--- config.mk ---
export PLATFORM = sky130hd
export DESIGN_NAME = regdst_hazard_ctrl
export DESIGN_NICKNAME = d
export VERILOG_FILES = /design/src/rtl/regdst_hazard_ctrl.sv
export SDC_FILE = /design/constraint.sdc
export NUM_CORES = 1
export LEC_CHECK = 0
export BUFFER_PORTS_ARGS = -buffer_cell sky130_fd_sc_hd__buf_4
export CORE_ASPECT_RATIO = 1.2
export CORE_UTILIZATION = 30
export DETAILED_ROUTE_END_ITERATION = 6
export PLACE_DENSITY_LB_ADDON = 0.3
export SYNTH_ARGS = -nofsm -noshare
export SYNTH_HDL_FRONTEND = slang
export SYNTH_SLANG_ARGS = --single-unit
--- constraint.sdc ---
create_clock -name clk -period 1.6 [get_ports clk]
set_clock_uncertainty 0.05 [all_clocks]
set_input_delay 0.32 -clock clk [delete_from_list [all_inputs] [get_ports clk]]
set_output_delay 0.32 -clock clk [all_outputs]
set_load 0.05 [all_outputs]
--- src/rtl/regdst_hazard_ctrl.sv ---
// regdst_hazard_ctrl: RegDst select, dest-register shadow pipe, EX forwarding selects and load-use stall FSM.
// Holds only control shadow state for the ID/EX, EX/MEM and MEM/WB registers.
module regdst_hazard_ctrl #(
    parameter int REG_W             = 5,
    parameter int LOAD_STALL_CYCLES = 1
) (
    input  logic             clk,
    input  logic             rst_n,
    input  logic             id_valid,
    input  logic [REG_W-1:0] id_rs,
    input  logic [REG_W-1:0] id_rt,
    input  logic [REG_W-1:0] id_rd,
    input  logic             id_uses_rt,
    input  logic             id_regdst,
    input  logic             id_regwrite,
    input  logic             id_memread,
    input  logic             flush,
    output logic             ex_regdst_sel,
    output logic [1:0]       fwd_a_sel,
    output logic [1:0]       fwd_b_sel,
    output logic             stall,
    output logic [REG_W-1:0] wb_dest,
    output logic             wb_regwrite
);
    // cnt only needs to hold LOAD_STALL_CYCLES-2
    localparam int CW = LOAD_STALL_CYCLES > 2 ? $clog2(LOAD_STALL_CYCLES - 1) : 1;

    typedef enum logic {IDLE, HOLD} state_t;

    state_t           state, state_nxt;
    logic [CW-1:0]    cnt, cnt_nxt;
    logic [REG_W-1:0] ex_rs, ex_rt, ex_dest, mem_dest;
    logic             ex_regwrite, ex_memread, mem_regwrite;
    logic             haz, bubble;

    assign haz = id_valid & ex_memread & ex_regwrite & (ex_dest != '0) &
                 ((ex_dest == id_rs) | (id_uses_rt & (ex_dest == id_rt)));
    assign bubble = flush | stall | !id_valid;

    always_ff @(posedge clk or negedge rst_n) begin
        if (!rst_n) begin
            state <= IDLE;
            cnt   <= '0;
        end else begin
            state <= state_nxt;
            cnt   <= cnt_nxt;
        end
    end

    always_comb begin
        state_nxt = state;
        cnt_nxt   = cnt;
        if (flush) begin
            state_nxt = IDLE;
            cnt_nxt   = '0;
        end else if (state == IDLE && haz && LOAD_STALL_CYCLES > 1) begin
            state_nxt = HOLD;
            cnt_nxt   = CW'(LOAD_STALL_CYCLES - 2);
        end else if (state == HOLD) begin
            state_nxt = cnt == '0 ? IDLE : HOLD;
            cnt_nxt   = cnt == '0 ? cnt : cnt - CW'(1);
        end
    end

    // a HOLD stall is unconditional: the bubble is already in EX
    always_comb stall = !flush & ((state == HOLD) | haz);

    always_ff @(posedge clk or negedge rst_n) begin
        if (!rst_n) begin
            ex_rs         <= '0;
            ex_rt         <= '0;
            ex_dest       <= '0;
            ex_regwrite   <= 1'b0;
            ex_memread    <= 1'b0;
            ex_regdst_sel <= 1'b0;
            mem_dest      <= '0;
            mem_regwrite  <= 1'b0;
            wb_dest       <= '0;
            wb_regwrite   <= 1'b0;
        end else begin
            ex_rs         <= bubble ? '0 : id_rs;
            ex_rt         <= bubble ? '0 : id_rt;
            ex_dest       <= bubble ? '0 : (id_regdst ? id_rd : id_rt);
            ex_regwrite   <= !bubble & id_regwrite;
            ex_memread    <= !bubble & id_memread;
            ex_regdst_sel <= !bubble & id_regdst;
            mem_dest      <= ex_dest;
            mem_regwrite  <= ex_regwrite;
            wb_dest       <= mem_dest;
            wb_regwrite   <= mem_regwrite;
        end
    end

    // MEM has the newer value, so it wins over WB; $0 never forwards
    always_comb begin
        fwd_a_sel = (mem_regwrite & (mem_dest != '0) & (mem_dest == ex_rs)) ? 2'b10 :
                    (wb_regwrite  & (wb_dest  != '0) & (wb_dest  == ex_rs)) ? 2'b01 : 2'b00;
        fwd_b_sel = (mem_regwrite & (mem_dest != '0) & (mem_dest == ex_rt)) ? 2'b10 :
                    (wb_regwrite  & (wb_dest  != '0) & (wb_dest  == ex_rt)) ? 2'b01 : 2'b00;
    end
endmodule

==> run summary, run 1 <==
Cell family with most CP delay -> simple AND/OR/NAND/NOR gates
Detail Route Antenna Nets -> 0
Final instance area -> 2268 um2
WS Path Type -> flip-flop to output port
Setup TNS -> -2.751 ns
Max Slew Vio Count -> 0
CTS buffer count -> 5
# setup viols final -> 5
Non-Filler Instances -> 250
Share of layout cells above drive strength 1 -> 52.58%
Final WS setup -> -0.6791 ns
P per Cell Area -> 791.2 nW/um2
FF/Latch Area -> 758.2 um2
Post-synthesis net count -> 139
Area Overhead vs Synth -> 61.16%
Critical Path RT -> 1.23 ns
CP Capture Type -> output port
Stages on the worst setup path -> 4
TritonCTS clock tree -> yes
Slowest-stage cell, CP -> or4_4
DP Cell Count -> 236
Failing checks -> setup timing
WHS Path Cells -> 3
Worst-path cell chain -> xor2_1 -> or4_4 -> nor4_4 -> buf_6
Hold WS -> 0.2054 ns
Critical Path Max Stage Delay -> 0.55 ns
Avg WL per Cell -> 14.02 um
Run status -> finished, violations left
Final wirelength -> 3506 um
Pwr Total -> 1795 uW
Iter 0 DRT Violations -> 10
Fin crit period -> 2.279 ns
Num rows -> 26
H-Tree Depth -> 2
IO buf count -> 34
Overall die height -> 77.04 um
Nets -> 216
Synth Area per Inst -> 12.13 um2
GRT Residual Overflow -> 0
Area of the multi-input gates -> 767.0 um2
DRT Pass-1 Iters -> 3
Initial antenna violation count -> 0
Clock Path Buffers -> 2
CP bufs+invs -> 1
Vias in the first global route -> 1271
Clock sink total -> 30
Yosys warning total -> 0
Max Cap Viol -> 0
Remaining DRCs -> 0
Distinct cells, synth -> 26
# diodes -> 0
Slew margin rel. -> 75.28%
Synthesized flop and latch total -> 30
Die W -> 64.53 um
CP Launch Type -> flip-flop
Post-Synthesis Cell Area -> 1408 um2
Pin count of the biggest net entering global routing -> 31
Final worst-path cycle share -> 142.4%
Detailed-route via count -> 1156
IO Pins -> 35
Worst-Skew Late Latency -> 0.28 ns
Arr. time, crit path -> 1.91 ns
Final Hold Viols -> 0
Crit-path max FO -> 4
RSZ-0062 raised after global routing -> yes
Initial Util -> 32.05%
Placer Congestion -> 0.7712
First-pass GRT wire length -> 5802 um
Post-DP Area -> 2062 um2
Root Buffer Master -> clkbuf_8
Fmax -> 438.8 MHz
Syn Inst Count -> 116
DR vias/cell -> 4.624
GRT Util Overall -> 15.60%
DP HPWL -> 2718 um
P_leak -> 0.001158 uW
Core area -> 4392 um2
VDD IR max -> 0.5281 mV
Least-Margin Pin Slew -> 0.3707 ns
Die area -> 4971 um2
CTS clk-pin slew, worst paths -> 0.06 ns
Fillers -> 400
Min-delay worst type -> primary input to flip-flop
Worst Reg-to-Reg Cells -> 6
Register area share after synthesis -> 53.33%
## Yosys cell counts
cell / instances / share of area, %
xnor2_1: 16 / 10
dfrtp_1: 30 / 53
nand2_1: 6 / 1.6
o22a_1: 1 / 0.62
nand2b_1: 1 / 0.44
mux2i_1: 5 / 3.6
o21ai_2: 1 / 0.62
or4_1: 4 / 2.1
clkbuf_1: 1 / 0.27
nor3_1: 2 / 0.71
buf_2: 1 / 0.36
nand4_1: 1 / 0.44
xor2_1: 14 / 8.7
a21oi_2: 1 / 0.62
clkinv_1: 1 / 0.27
o21ai_1: 1 / 0.36
nand3_1: 4 / 1.4
a211oi_1: 5 / 2.7
nor2_1: 1 / 0.27
o22ai_1: 1 / 0.44
buf_1: 1 / 0.27
a21oi_1: 4 / 1.4
o211a_1: 9 / 6.4
nor2b_1: 1 / 0.44
nor4_1: 2 / 0.89
nor4_2: 2 / 1.8
## final timing paths
| path | from | endpoint | slack [ns] |
|---|---|---|---|
| worst min-delay path | id_memread | ex_memread | 0.21 |
| min in group asynchronous | rst_n | ex_dest[1] | 0.44 |
| worst max register to register | ex_dest[0] | ex_dest[4] | 0.04 |
| max in group asynchronous | rst_n | wb_dest[3] | 0.76 |
| worst max-delay path | wb_dest[0] | fwd_a_sel[0] | -0.68 |
| worst min register to register | ex_regwrite | mem_regwrite | 0.33 |
## power by group
group | switching (uW) | total (uW) | internal (uW)
combinational | 174 | 351 | 177
sequential | 30.4 | 822 | 792
clock | 276 | 622 | 346
## cells in the final DEF (no fill, tap or decap), drive strengths merged
cell / n
dfrtp: 30
nor2: 1
xor2: 14
nand4: 1
o21ai: 2
nor2b: 1
nand2: 6
nor3: 2
nand2b: 1
a21oi: 5
mux2i: 5
xnor2: 16
a211oi: 5
o22ai: 1
clkbuf: 7
nor4: 4
nand3: 4
dlygate4sd3: 1
o211a: 9
o22a: 1
buf: 72
or4: 4
clkinv: 2
## area by class of cell
class / instances / area share [%]
Clock inverter: 1 / 0.2206
Timing Repair Buffer: 73 / 25.43
Tap cell: 56 / 3.089
Multi-Input combinational cell: 82 / 33.81
Clock buffer: 7 / 3.806
Inverter: 1 / 0.2206
Sequential cell: 30 / 33.43
## registers in the layout, summed over array words and instances, names as in the netlist
name and count:
ex_memread 1, ex_dest 5, ex_regwrite 1, ex_rt 5, wb_regwrite 1, ex_regdst_sel 1, wb_dest 5, ex_rs 5
mem_dest 5, mem_regwrite 1
## stage by stage
stage,setup WS (ns),util (%)
after CTS,-0.6878,50.74
after detailed placement,-0.5006,46.95
final,-0.6791,51.65
after floorplan,-0.7615,-
after global routing,-0.7427,51.65
after global placement,-0.4505,46.95
## worst min-delay path, delay by kind of cell
kind / cells / cell delay [ns]
compound gates: 1 / 0.03
buf+inv: 1 / 0.11
simple gates: 1 / 0.04
## metal layers
| layer | track usage (%) | up-vias | share of wire, % |
|---|---|---|---|
| li1 | - | 572 | - |
| met1 | 17.11 | 539 | 40 |
| met2 | 27.89 | 40 | 54 |
| met3 | 4.167 | 5 | 4.2 |
| met4 | 6.222 | 0 | 2.2 |
| met5 | 0 | - | 0 |
## cell families (layout without fill, tap and decap cells)
family,after synthesis,count (layout),synth area share (%)
and+or+nand+nor,24,24,10.13
DFF,30,30,53.33
AOI/OAI and AO/OA,23,23,13.16
buffers and inverters,4,82,1.154
muxes,5,5,3.556
xor gates and xnor gates,30,30,18.67
## timing repair
| item | 4_1_cts | 5_1_grt |
|---|---|---|
| buffers inserted | 3 | 2 |
| setup endpoints to repair | 9 | 14 |
| endpoints found under the hold margin | 30 | 0 |
| pin swaps | 11 | 2 |
| resized for setup | 10 | 5 |
| hold buffers | 1 | 0 |
(Power assumes the default switching activity.)
==> run 2, diff against run 1 <==
Settings changed: CORE_ASPECT_RATIO 1.2 to not set, SKIP_CTS_REPAIR_TIMING set to 1.
==> run summary, run 2 (same netlist as run 1, synthesis figures left out) <==
Overall die height -> 70.50 um (-8.5%)
Final instance area -> 2245 um2 (-1.0%)
IO buf count -> 34 (unchanged)
CP Capture Type -> output port
Detail Route Antenna Nets -> 0 (unchanged)
# diodes -> 0 (unchanged)
Fmax -> 447.2 MHz (+1.9%)
IO Pins -> 35 (unchanged)
RSZ-0062 raised after global routing -> yes
Int Pwr -> 1421 uW (+8.1%)
CP Launch Type -> flip-flop
Initial antenna violation count -> 0 (unchanged)
Num rows -> 24 (-7.7%)
Critical Path Max Stage Delay -> 0.54 ns (about the same)
Register share of total power -> 43.2% (-2.6 points)
Die area -> 4970 um2 (about the same)
Final worst-path cycle share -> 139.8% (-2.7 points)
Post-DP Area -> 2049 um2 (-0.61%)
Final wirelength -> 3289 um (-6.2%)
DP Cell Count -> 231 (-2.1%)
Most frequent cells in the layout -> buf_4 (62), dfrtp_1 (24), xor2_1 (14), xnor2_1 (13), o211a_1 (9)
Area of the multi-input gates -> 764.5 um2 (-0.33%)
Avg WL per Cell -> 13.59 um (-3.1%)
Vias in the first global route -> 1182 (-7.0%)
DRT Pass-1 Iters -> 6 (+3)
P_leak -> 0.001150 uW (-0.76%)
Least-Margin Pin Slew -> 0.3686 ns (-0.002110 ns)
Nets -> 212 (-1.9%)
Initial Util -> 31.67% (-0.38 points)
Core area -> 4444 um2 (+1.2%)
WS Path Type -> flip-flop to output port
First-pass GRT wire length -> 5651 um (-2.6%)
TritonCTS clock tree -> yes
Most common cell after layout, fill and taps aside -> buf_4
Placer Congestion -> 0.7635 (-1.0%)
Slew margin rel. -> 75.42% (+0.14 points)
CTS clk-pin slew, worst paths -> 0.06 ns (about the same)
CTS buffer count -> 5 (unchanged)
Max Cap Viol -> 0 (unchanged)
Critical Path RT -> 1.23 ns (about the same)
R2r setup slk -> 0.05 ns (about the same)
Final WS setup -> -0.6361 ns (+0.04304 ns)
Slowest-stage cell, CP -> or4_4
WHS Path Cells -> 3 (unchanged)
H-Tree Depth -> 2 (unchanged)
Final Hold Viols -> 0 (unchanged)
Area Overhead vs Synth -> 59.47%
RR Startpoint -> ex_dest[3]
DR vias/cell -> 4.698 (+1.6%)
GRT Residual Overflow -> 0 (unchanged)
Failing checks -> DRC, setup timing
Worst reg2reg endpoint -> ex_rs[2]
Remaining DRCs -> 4 (+4)
Crit-path max FO -> 2 (-2)
Gate power share -> 18.0% (-1.6 points)
Detailed-route via count -> 1137 (-1.6%)
Non-Filler Instances -> 242 (-3.2%)
FF/Latch Area -> 758.2 um2 (unchanged)
Clock Path Buffers -> 2 (unchanged)
Pin count of the biggest net entering global routing -> 31 (unchanged)
Iter 0 DRT Violations -> 23 (+13)
Clock sink total -> 30 (unchanged)
Worst hold path endpoint -> ex_regwrite
Min-delay worst type -> primary input to flip-flop
Net switching power -> 480.7 uW (+0.18%)
CP Launch Point -> ex_rs[1]
Die W -> 70.50 um (+9.3%)
Worst-Skew Late Latency -> 0.28 ns (about the same)
Fillers -> 427 (+6.8%)
HP Start -> id_regwrite
Clock power frac -> 38.8% (+4.2 points)
Worst Reg-to-Reg Cells -> 5 (-1)
Share of layout cells above drive strength 1 -> 51.58% (-1.0 points)
P per Cell Area -> 847.4 nW/um2 (+7.1%)
Run status -> finished, violations left
# setup viols final -> 5 (unchanged)
Sw Share -> 25.27% (-1.5 points)
Max Slew Vio Count -> 0 (unchanged)
Fin crit period -> 2.236 ns (-0.04304 ns)
VDD IR max -> 0.5515 mV (+4.4%)
Arr. time, crit path -> 1.87 ns (-0.04 ns)
DP HPWL -> 2600 um (-4.4%)
GRT Util Overall -> 15.13% (-0.47 points)
Root Buffer Master -> clkbuf_8
Worst-path cell chain -> xor2_1 -> or4_4 -> nor4_4 -> buf_6
[run 2: cell count changes in the layout (fill, tap and decap cells not counted)]
| cell | previous run | this run |
|---|---|---|
| bufinv_16 | 0 | 1 |
| buf_4 | 65 | 62 |
| clkbuf_8 | 6 | 5 |
| xnor2_2 | 2 | 3 |
| clkbuf_1 | 1 | 0 |
| xnor2_1 | 14 | 13 |
| a211oi_2 | 3 | 1 |
| a211oi_1 | 2 | 4 |
| clkinv_2 | 2 | 3 |
| buf_6 | 7 | 6 |
[run 2: cell type report]
| class | count | area share [%] |
|---|---|---|
| timing repair buffer | 69 | 24.19 |
| sequential | 30 | 33.78 |
| multi-input combinational | 82 | 34.06 |
| clock buffer | 5 | 3.066 |
| clock inverter | 3 | 1.784 |
| inverter | 1 | 0.2230 |
| tap | 52 | 2.899 |
[run 2: metal layers]
layer	wire length, um	up-vias	GRT usage [%]
li1	-	566	-
met1	1438	529	18.80
met2	1628	36	24.38
met3	160	6	4.473
met4	62	0	6.803
met5	0	-	0
[run 2: worst max path at each step]
stage | endpoint | slack [ns] | cells past startpoint
2_1_floorplan | fwd_b_sel[0] | -0.76 | 4
3_3_place_gp | fwd_b_sel[0] | -0.45 | 5
3_5_place_dp | fwd_b_sel[0] | -0.48 | 5
4_1_cts | fwd_b_sel[0] | -0.79 | 5
5_1_grt | fwd_a_sel[0] | -0.70 | 4
6_report | fwd_a_sel[0] | -0.64 | 4
[run 2: power groups by stage]
| stage | Clock [uW] | Combinational, uW | Sequential, uW |
|---|---|---|---|
| 3_5_place_dp | 0 | 326 | 835 |
| 6_report | 738 | 343 | 821 |
| 3_3_place_gp | 0 | 323 | 833 |
| 2_1_floorplan | 0 | 141 | 862 |
| 4_1_cts | 763 | 328 | 821 |
| 5_1_grt | 804 | 370 | 825 |
[run 2: metrics by stage]
step                      worst slack (ns)  setup TNS, ns  hold WS (ns)  util [%]  power (uW)
after floorplan                    -0.7615         -1.996      -0.02559         -        1003
after global placement             -0.4483         -1.413        0.2133     46.11        1156
after detailed placement           -0.4825         -1.517        0.2181     46.11        1161
after CTS                          -0.7916         -3.068      -0.08918     48.56        1912
after global routing               -0.6959         -2.932        0.2041     50.51        1998
final                              -0.6361         -2.558        0.2209     50.51        1902
[run 2: critical path: cells and delay by family (launching register included)]
kind,cells,cell delay (ns)
xor gates and xnor gates,1,0.16
buffers and inverters,1,0.19
DFF,1,0.40
and+or+nand+nor,2,0.83
